## config.mk

```make
export PLATFORM = sky130hd
export DESIGN_NAME = load_store_unit_flat
export DESIGN_NICKNAME = d
export VERILOG_FILES = /design/src/rtl/load_store_unit_if.sv /design/src/rtl/load_store_unit.sv /design/src/flat_wrapper.sv
export SDC_FILE = /design/constraint.sdc
export NUM_CORES = 1
export LEC_CHECK = 0
export ABC_AREA = 1
export CAP_MARGIN = 20
export CORE_UTILIZATION = 25
export DETAILED_ROUTE_END_ITERATION = 7
export HOLD_SLACK_MARGIN = 0.06
export PLACE_DENSITY = 0.52
export SETUP_SLACK_MARGIN = 0.15
export SYNTH_ARGS = -nofsm -noshare
export SYNTH_HDL_FRONTEND = slang
export SYNTH_SLANG_ARGS = --single-unit
```

## constraint.sdc

```tcl
create_clock -name clk -period 1.3 [get_ports clk]
set_input_delay 0.195 -clock clk [delete_from_list [all_inputs] [get_ports clk]]
set_output_delay 0.195 -clock clk [all_outputs]
set_load 0.005 [all_outputs]
```

## src/rtl/load_store_unit_if.sv

```systemverilog
// Core/memory bus bundle for the load/store unit.
// Request/response handshake on one side, word memory port on the other.
interface load_store_unit_if #(
    parameter int ADDR_W = 13
);
    logic              req;
    logic              we;
    logic [1:0]        size;
    logic              sign_ext;
    logic [31:0]       addr;
    logic [31:0]       wdata;
    logic              ready;
    logic              done;
    logic              err;
    logic [31:0]       rdata;
    logic [ADDR_W-1:0] mem_address;
    logic [31:0]       mem_write_data;
    logic              mem_memread;
    logic              mem_memwrite;
    logic [31:0]       mem_read_data;

    modport slave (
        input  req, we, size, sign_ext, addr, wdata, mem_read_data,
        output ready, done, err, rdata,
        output mem_address, mem_write_data, mem_memread, mem_memwrite
    );

    modport master (
        output req, we, size, sign_ext, addr, wdata, mem_read_data,
        input  ready, done, err, rdata,
        input  mem_address, mem_write_data, mem_memread, mem_memwrite
    );
endinterface

```

## src/rtl/load_store_unit.sv

```systemverilog
// Byte-addressed load/store initiator over a word-wide memory.
// Big-endian lanes; sub-word stores use read-modify-write.
module load_store_unit #(
    parameter int ADDR_W = 13
) (
    input  logic               clk,
    input  logic               reset,
    load_store_unit_if.slave   bus
);
    typedef enum logic [2:0] {
        S_IDLE,
        S_LOAD,
        S_WRITE,
        S_RMW_RD,
        S_RMW_WR,
        S_RESP
    } state_t;

    state_t      st;
    logic [1:0]  r_size;
    logic [1:0]  r_off;
    logic        r_sext;
    logic [15:0] r_wdata;

    logic        misalign;
    logic [4:0]  bsh;
    logic [4:0]  hsh;
    logic [7:0]  byte_v;
    logic [15:0] half_v;
    logic [31:0] lane;
    logic [31:0] mask;
    logic [31:0] ins;
    logic [31:0] merged;
    logic        unused_hi;

    assign unused_hi = ^bus.addr[31:ADDR_W+2];

    // Reject illegal size or an address not aligned to the access size.
    always_comb begin
        misalign = 1'b0;
        unique case (bus.size)
            2'b00: misalign = 1'b0;
            2'b01: misalign = bus.addr[0];
            2'b10: misalign = |bus.addr[1:0];
            default: misalign = 1'b1;
        endcase
    end

    // Pick the addressed lane out of the read word and extend it.
    always_comb begin
        bsh    = {~r_off, 3'b000};
        hsh    = r_off[1] ? 5'd0 : 5'd16;
        byte_v = 8'(bus.mem_read_data >> bsh);
        half_v = r_off[1] ? bus.mem_read_data[15:0]
                          : bus.mem_read_data[31:16];
        unique case (r_size)
            2'b00:   lane = r_sext ? {{24{byte_v[7]}}, byte_v}
                                   : {24'h0, byte_v};
            2'b01:   lane = r_sext ? {{16{half_v[15]}}, half_v}
                                   : {16'h0, half_v};
            default: lane = bus.mem_read_data;
        endcase
    end

    // Replace the target lane of the read word with the store data.
    always_comb begin
        if (r_size == 2'b00) begin
            mask = 32'h0000_00ff << bsh;
            ins  = {24'h0, r_wdata[7:0]} << bsh;
        end else begin
            mask = 32'h0000_ffff << hsh;
            ins  = {16'h0, r_wdata} << hsh;
        end
        merged = (bus.mem_read_data & ~mask) | ins;
    end

    // Control FSM; every output is a registered function of the next state.
    always_ff @(posedge clk) begin
        if (reset) begin
            st                 <= S_IDLE;
            bus.ready          <= 1'b1;
            bus.done           <= 1'b0;
            bus.err            <= 1'b0;
            bus.rdata          <= '0;
            bus.mem_address    <= '0;
            bus.mem_write_data <= '0;
            bus.mem_memread    <= 1'b0;
            bus.mem_memwrite   <= 1'b0;
            r_size             <= '0;
            r_off              <= '0;
            r_sext             <= 1'b0;
            r_wdata            <= '0;
        end else begin
            bus.ready        <= 1'b0;
            bus.done         <= 1'b0;
            bus.err          <= 1'b0;
            bus.mem_memread  <= 1'b0;
            bus.mem_memwrite <= 1'b0;
            unique case (st)
                S_IDLE: begin
                    bus.ready <= 1'b1;
                    if (bus.req) begin
                        bus.ready       <= 1'b0;
                        r_size          <= bus.size;
                        r_off           <= bus.addr[1:0];
                        r_sext          <= bus.sign_ext;
                        r_wdata         <= bus.wdata[15:0];
                        bus.mem_address <= bus.addr[ADDR_W+1:2];
                        if (misalign) begin
                            st       <= S_RESP;
                            bus.done <= 1'b1;
                            bus.err  <= 1'b1;
                        end else if (!bus.we) begin
                            st              <= S_LOAD;
                            bus.mem_memread <= 1'b1;
                        end else if (bus.size == 2'b10) begin
                            st                 <= S_WRITE;
                            bus.mem_memwrite   <= 1'b1;
                            bus.mem_write_data <= bus.wdata;
                        end else begin
                            st              <= S_RMW_RD;
                            bus.mem_memread <= 1'b1;
                        end
                    end
                end
                S_LOAD: begin
                    bus.rdata <= lane;
                    st        <= S_RESP;
                    bus.done  <= 1'b1;
                end
                S_WRITE: begin
                    st       <= S_RESP;
                    bus.done <= 1'b1;
                end
                S_RMW_RD: begin
                    bus.mem_write_data <= merged;
                    bus.mem_memwrite   <= 1'b1;
                    st                 <= S_RMW_WR;
                end
                S_RMW_WR: begin
                    st       <= S_RESP;
                    bus.done <= 1'b1;
                end
                S_RESP: begin
                    st        <= S_IDLE;
                    bus.ready <= 1'b1;
                end
                default: begin
                    st        <= S_IDLE;
                    bus.ready <= 1'b1;
                end
            endcase
        end
    end
endmodule

```

## src/flat_wrapper.sv

```systemverilog
// flat-port wrapper written by rule: the top's interface ports become plain ports
module load_store_unit_flat 
#(
    parameter int ADDR_W = 13
)
  (clk, reset, bus_req, bus_we, bus_size, bus_sign_ext, bus_addr, bus_wdata, bus_mem_read_data, bus_ready, bus_done, bus_err, bus_rdata, bus_mem_address, bus_mem_write_data, bus_mem_memread, bus_mem_memwrite);
  load_store_unit_if #(.ADDR_W(ADDR_W)) bus_i ();
  input  logic clk;
  input  logic reset;
  input wire logic [$bits(bus_i.req)-1:0] bus_req;
  input wire logic [$bits(bus_i.we)-1:0] bus_we;
  input wire logic [$bits(bus_i.size)-1:0] bus_size;
  input wire logic [$bits(bus_i.sign_ext)-1:0] bus_sign_ext;
  input wire logic [$bits(bus_i.addr)-1:0] bus_addr;
  input wire logic [$bits(bus_i.wdata)-1:0] bus_wdata;
  input wire logic [$bits(bus_i.mem_read_data)-1:0] bus_mem_read_data;
  output wire logic [$bits(bus_i.ready)-1:0] bus_ready;
  output wire logic [$bits(bus_i.done)-1:0] bus_done;
  output wire logic [$bits(bus_i.err)-1:0] bus_err;
  output wire logic [$bits(bus_i.rdata)-1:0] bus_rdata;
  output wire logic [$bits(bus_i.mem_address)-1:0] bus_mem_address;
  output wire logic [$bits(bus_i.mem_write_data)-1:0] bus_mem_write_data;
  output wire logic [$bits(bus_i.mem_memread)-1:0] bus_mem_memread;
  output wire logic [$bits(bus_i.mem_memwrite)-1:0] bus_mem_memwrite;
  assign bus_i.req = bus_req;
  assign bus_i.we = bus_we;
  assign bus_i.size = bus_size;
  assign bus_i.sign_ext = bus_sign_ext;
  assign bus_i.addr = bus_addr;
  assign bus_i.wdata = bus_wdata;
  assign bus_i.mem_read_data = bus_mem_read_data;
  assign bus_ready = bus_i.ready;
  assign bus_done = bus_i.done;
  assign bus_err = bus_i.err;
  assign bus_rdata = bus_i.rdata;
  assign bus_mem_address = bus_i.mem_address;
  assign bus_mem_write_data = bus_i.mem_write_data;
  assign bus_mem_memread = bus_i.mem_memread;
  assign bus_mem_memwrite = bus_i.mem_memwrite;
  load_store_unit #(.ADDR_W(ADDR_W)) u_core (.clk(clk), .reset(reset), .bus(bus_i));
endmodule
```

==> results of run 1 <==
==> layout by cell type, fill, tap and decap left out, drive strengths merged <==
cell type and n:
dlygate4sd2 23, a21oi 121, o211ai 1, nor3 1
nand2 261, a31oi 3, clkbuf 27, clkinv 4
inv 82, nor2 87, or2 31, buf 102
dfxtp 106, clkdlybuf4s50 84, o21ai 74, bufinv 1
clkdlybuf4s15 50, nand3 44, a22oi 6
==> worst reg2reg max path, cell delays in order, from the launching register on <==
cell and delay (ns):
dfxtp_4 0.38, inv_1 0.13, nand3_4 0.15, clkbuf_16 0.21
a21oi_1 0.12, nand3_1 0.19, a21oi_2 0.17, nor2_1 0.05
==> cell families (layout without fill, tap and decap cells) <==
family                 after synthesis  after routing  synth area share (%)
AOI/OAI and AO/OA                  205            205                  19.0
buffers and inverters              132            373                  10.4
DFF                                106            106                  38.6
and+or+nand+nor                    422            424                  32.0
==> state kept, by name (all words and copies together), names as in the netlist, 2 cells and up <==
name	flops
u_core.bus.rdata	32
u_core.bus.mem_address	13
u_core.r_wdata	16
u_core.r_size	2
u_core.bus.mem_write_data	32
u_core.r_off	2
u_core.st	3
==> per-stage QoR <==
step	worst slack, ns	hold slack (ns)	setup TNS [ns]	util (%)
3_5_place_dp	-0.453	0.456	-30.89	37.4
2_1_floorplan	0.0391	0.300	0	-
6_report	-0.178	0.345	-10.08	43.6
5_1_grt	-0.258	0.397	-18.23	43.6
4_1_cts	-0.0960	0.329	-4.02	40.7
3_3_place_gp	-0.430	0.453	-30.27	37.4
==> where the power goes <==
part | total (mW) | internal [mW] | switching, mW
combinational | 7.97 | 3.89 | 4.09
clock | 2.93 | 1.57 | 1.36
sequential | 4.70 | 4.16 | 0.538
total | 15.6 | 9.61 | 5.99
==> repair_timing <==
action	in CTS	in global routing
hold buffers	0	0
endpoints found under the setup margin	188	148
pin swaps	12	21
gates cloned	8	8
buffers inserted	8	13
endpoints found under the hold margin	0	0
gates resized for setup	216	186
==> area by class of cell <==
| type | count | area, um2 | area share, % |
|---|---|---|---|
| Multi-Input combinational cell | 629 | 3270 | 35.3 |
| Clock inverter | 5 | 61.3 | 0.661 |
| Tap cell | 275 | 344 | 3.71 |
| Sequential cell | 106 | 2190 | 23.6 |
| Inverter | 80 | 347 | 3.74 |
| Clock buffer | 11 | 243 | 2.62 |
| Timing Repair inverter | 2 | 17.5 | 0.189 |
| Timing Repair Buffer | 275 | 2800 | 30.2 |
==> metal layers <==
metal	vias up	GRT usage [%]	share of wire, %
met4	0	5.56	2.0
met1	2841	27.7	48
met3	25	3.06	5.4
met5	-	0	0
met2	183	29.5	45
li1	3242	-	-
==> worst paths after layout <==
check,slack (ns),startpoint,end
setup reg to reg,-0.18,u_core.st[2],u_core.bus.mem_write_data[25]
hold / removal,0.34,bus_mem_read_data[23],u_core.bus.rdata[23]
hold reg to reg,0.46,u_core.bus.mem_address[11],u_core.bus.mem_address[11]
setup / recovery,-0.18,u_core.st[2],u_core.bus.mem_write_data[25]
==> results.py, run 1 <==
metrics = {
    "timing": {
        "slew_headroom_pct": 80.6,
        "fin_crit_ns": 1.48,
        "worst_pin_slew_ns": 0.291,
        "finalClockSkew_ns": 0.0107,
        "finalCritPeriodShare_pct": 114,
        "fmax_ghz": 0.676,
        "fin_ws_ns": -0.178,
        "slew_violations": 0,
        "rsz0062_at_grt": "yes",
        "report.final.hold_viol_count": 0,
        "setup_viol": 103,
    },
    "yosys": {
        "synth_area_per_cell_um2": 6.36,
        "synth_cell_type_count": 23,
        "syn-num-nets": 968,
        "ys_seq_elements": 106,
        "yosys-top-cells-count": "nand2_1, a21oi_1, dfxtp_1",
        "synth-async-reset-ratio_pct": 0,
        "ys_seq_area_share_pct": 38.6,
        "synth_edf_count": 0,
        "yosys.area.top_type": "dfxtp_1",
        "yosysWarnings": 0,
        "synth_top_area_share_pct": 38.6,
        "syn_area_um2": 5500,
        "ys.flop_type": "dfxtp_1",
        "synth_area_leaders": "dfxtp_1, nand2_1, a21oi_1",
        "yosysMostFrequentCell": "nand2_1",
        "syn_inst": 865,
    },
    "worst_setup_path": {
        "cp.depth": 7,
        "critPathBufInv": 2,
        "critPathKind": "flip-flop to flip-flop",
        "worstSetupStartpointType": "flip-flop",
        "critPathTopFamily": "simple AND/OR/NAND/NOR gates",
        "crit_slowest_cell": "dfxtp_4",
        "endpoint_kind": "flip-flop",
        "r2r_cells": 7,
        "critPathMaxFanout": 12,
        "worstPathArrival_ns": 1.74,
        "required_ns": 1.57,
        "crit_chain": "inv_1 > nand3_4 > clkbuf_16 > a21oi_1 > nand3_1 > a21oi_2 > nor2_1",
        "slowest_delay_ns": 0.38,
    },
    "drt": {
        "num_vias": 6291,
        "route.detailed.drc": 0,
        "drtPass1Iterations": 5,
        "wl_per_cell_um": 16.1,
        "routed_wl_um": 22200,
        "antenna_left": 0,
        "drt_iter0_markers": 401,
        "avgViaCountPerCell": 4.55,
    },
    "placement": {
        "portBuffers": 167,
        "place.gp.congestion": 0.845,
        "hpwl_um": 15200,
        "dpl.cell_count": 1330,
        "placedInstanceArea_um2": 7970,
    },
    "cts": {
        "cts_tree": "done",
        "clock-sinks": 106,
        "htree_levels": 3,
        "clock_path_buffers": 2,
        "path_clk_slew_ns": 0.08,
        "clock-root-buffer": "clkbuf_16",
        "worstSkewPairLatency_ns": 0.36,
        "cts-buffers-inserted": 9,
    },
    "grt": {
        "grt_use_total_pct": 19.3,
        "grt_max_degree": 38,
        "grt_antenna_before_repair": 0,
        "grt_pass1_vias": 5944,
        "overflow": 0,
        "grt_pass1_wl_um": 33400,
    },
    "floorplan": {
        "die_area_um2": 22600,
        "io_pins": 185,
        "die_h_um": 150,
        "die_x_um": 150,
        "coreArea_um2": 21300,
        "start_util_pct": 25.9,
        "fp-row-count": 53,
    },
    "job": {
        "drv_cap": 0,
    },
    "power": {
        "p_per_area_nw_per_um2": 1680,
        "p_leak_nw": 4.17,
        "vdd_drop_max_mv": 0.695,
        "power.total_mw": 15.6,
    },
    "finish": {
        "synthToLayoutAreaGrowth_pct": 68.6,
        "stdcell_count": 1383,
        "nNetsFinal": 1206,
        "drive_above_1_share_pct": 28.8,
        "num-fill-cells": 2187,
        "antennaDiodeCount": 0,
        "finish.instance_area_um2": 9280,
    },
    "status": {
        "status": "finished, violations left",
        "violations": "setup timing",
    },
    "min_path": {
        "holdPathStages": 3,
        "hp-class": "input pin to flip-flop",
    },
}
No activity file was read; power rests on OpenSTA's default activity.
==> run 2, diff against run 1 <==
- MAX_ROUTING_LAYER: default -> met4
==> results.py, run 2 (synthesized netlist as in run 1, its figures left out) <==
metrics = {
    "finish": {
        "mostFrequentLayoutCells": "nand2_1, clkdlybuf4s50_1, a21oi_1",
        "reg_top3": "u_core.bus.mem_write_data (32), u_core.bus.rdata (32), u_core.r_wdata (16)",
        "final_core_util_pct": 45.6,
        "synthToLayoutAreaGrowth_pct": 76.3,
        "drive_above_1_share_pct": 34.4,
        "antennaDiodeCount": 0,
        "num-fill-cells": 2129,
        "stdcell_count": 1388,
        "final_common_cell": "nand2_1",
        "finish.instance_area_um2": 9700,
        "nNetsFinal": 1211,
    },
    "cts": {
        "cts-buffers-inserted": 9,
        "worstSkewPairLatency_ns": 0.36,
        "clock-root-buffer": "clkbuf_16",
        "htree_levels": 3,
        "cts_tree": "done",
        "clock_path_buffers": 2,
        "path_clk_slew_ns": 0.08,
        "clock-sinks": 106,
    },
    "timing": {
        "report.final.hold_viol_count": 0,
        "finalCritPeriodShare_pct": 115,
        "fin_tns_setup_ns": -10.48,
        "slew_headroom_pct": 78.5,
        "fin_ws_ns": -0.193,
        "worst_pin_slew_ns": 0.319,
        "slew_violations": 0,
        "fmax_ghz": 0.670,
        "setup_viol": 103,
        "finalClockSkew_ns": 0.0104,
        "fin_crit_ns": 1.49,
        "rsz0062_at_grt": "yes",
    },
    "drt": {
        "num_vias": 6383,
        "wl_per_cell_um": 16.5,
        "route.detailed.drc": 0,
        "avgViaCountPerCell": 4.60,
        "routed_wl_um": 22800,
        "antenna_left": 0,
        "drt_iter0_markers": 346,
        "drtPass1Iterations": 4,
    },
    "placement": {
        "portBuffers": 167,
        "dpl.cell_count": 1330,
        "place.gp.congestion": 0.858,
        "placedInstanceArea_um2": 7970,
        "hpwl_um": 15200,
    },
    "worst_setup_path": {
        "slowest_delay_ns": 0.37,
        "critPathKind": "flip-flop to flip-flop",
        "r2r_cells": 9,
        "crit_chain": "nor2_4 > inv_2 > nor2_4 > buf_6 > nand2_8 > buf_6 > clkbuf_16 > nand2_4 > a21oi_2",
        "required_ns": 1.54,
        "endpoint_kind": "flip-flop",
        "critPathMaxFanout": 7,
        "cp.depth": 9,
        "critPathBufInv": 4,
        "critPathTopFamily": "buffers and inverters",
        "worstSetupStartpointType": "flip-flop",
        "worstPathArrival_ns": 1.74,
        "crit_slowest_cell": "dfxtp_4",
    },
    "power": {
        "p_leak_nw": 4.33,
        "vdd_drop_max_mv": 0.716,
        "power.total_mw": 16.4,
        "p_per_area_nw_per_um2": 1690,
    },
    "floorplan": {
        "fp-row-count": 53,
        "die_x_um": 150,
        "die_area_um2": 22600,
        "die_h_um": 150,
        "coreArea_um2": 21300,
        "io_pins": 185,
        "start_util_pct": 25.9,
    },
    "grt": {
        "overflow": 0,
        "grt_max_degree": 38,
        "grt_use_total_pct": 19.9,
        "grt_pass1_vias": 5934,
        "grt_pass1_wl_um": 33400,
        "grt_antenna_before_repair": 0,
    },
    "status": {
        "status": "finished, violations left",
        "violations": "setup timing",
    },
    "min_path": {
        "holdPathStages": 3,
        "hp-class": "input pin to flip-flop",
    },
    "job": {
        "drv_cap": 0,
    },
}
run 2: worst paths after layout:
check / startpoint / slack [ns] / endpoint
worst max-delay path: u_core.st[1] / -0.19 / u_core.bus.mem_address[4]
worst min-delay path: bus_mem_read_data[23] / 0.34 / u_core.bus.rdata[23]
worst max register to register: u_core.st[1] / -0.19 / u_core.bus.mem_address[4]
worst min register to register: u_core.bus.mem_address[8] / 0.47 / u_core.bus.mem_address[8]
run 2: layer usage:
metal | global-route usage, % | wire length [um] | vias up
met5 | - | 0 | -
met4 | 5.56 | 363 | 0
met3 | 2.94 | 1210 | 21
met2 | 29.5 | 10400 | 179
met1 | 27.8 | 10900 | 2929
li1 | - | - | 3254
run 2: final cells by class:
cell class	instances	area, um2	share of cell area, %
timing repair buffer	280	2960	30.5
clock buffer	11	243	2.50
inverter	80	352	3.62
timing repair inverter	2	22.5	0.232
clock inverter	5	61.3	0.632
tap	275	344	3.55
sequential	106	2190	22.6
multi-input combinational	629	3530	36.4
run 2: metrics by stage:
step / hold WS (ns) / setup WS (ns)
floorplan: 0.300 / 0.0391
global placement: 0.453 / -0.430
detailed placement: 0.456 / -0.453
CTS: 0.329 / -0.0960
global route: 0.402 / -0.263
finish: 0.340 / -0.193
run 2: where the power goes:
group          switching [mW]  internal, mW  leakage [nW]
logic                    4.42          4.29          3.29
registers               0.567          4.17         0.890
clock network            1.37          1.57         0.151
total                    6.36          10.0          4.33
run 2: repair_timing:
action	in CTS	in global routing
hold buffers	0	0
pin swaps	12	47
gates cloned	8	11
gates resized for setup	216	283
setup endpoints to repair	188	149
buffers inserted	8	16
run 2: worst reg2reg max path, cell delays in order, from the launching register on:
cell and delay [ns]:
dfxtp_4 0.37, nor2_4 0.11, inv_2 0.05, nor2_4 0.18, buf_6 0.14, nand2_8 0.10
buf_6 0.16, clkbuf_16 0.17, nand2_4 0.06, a21oi_2 0.05
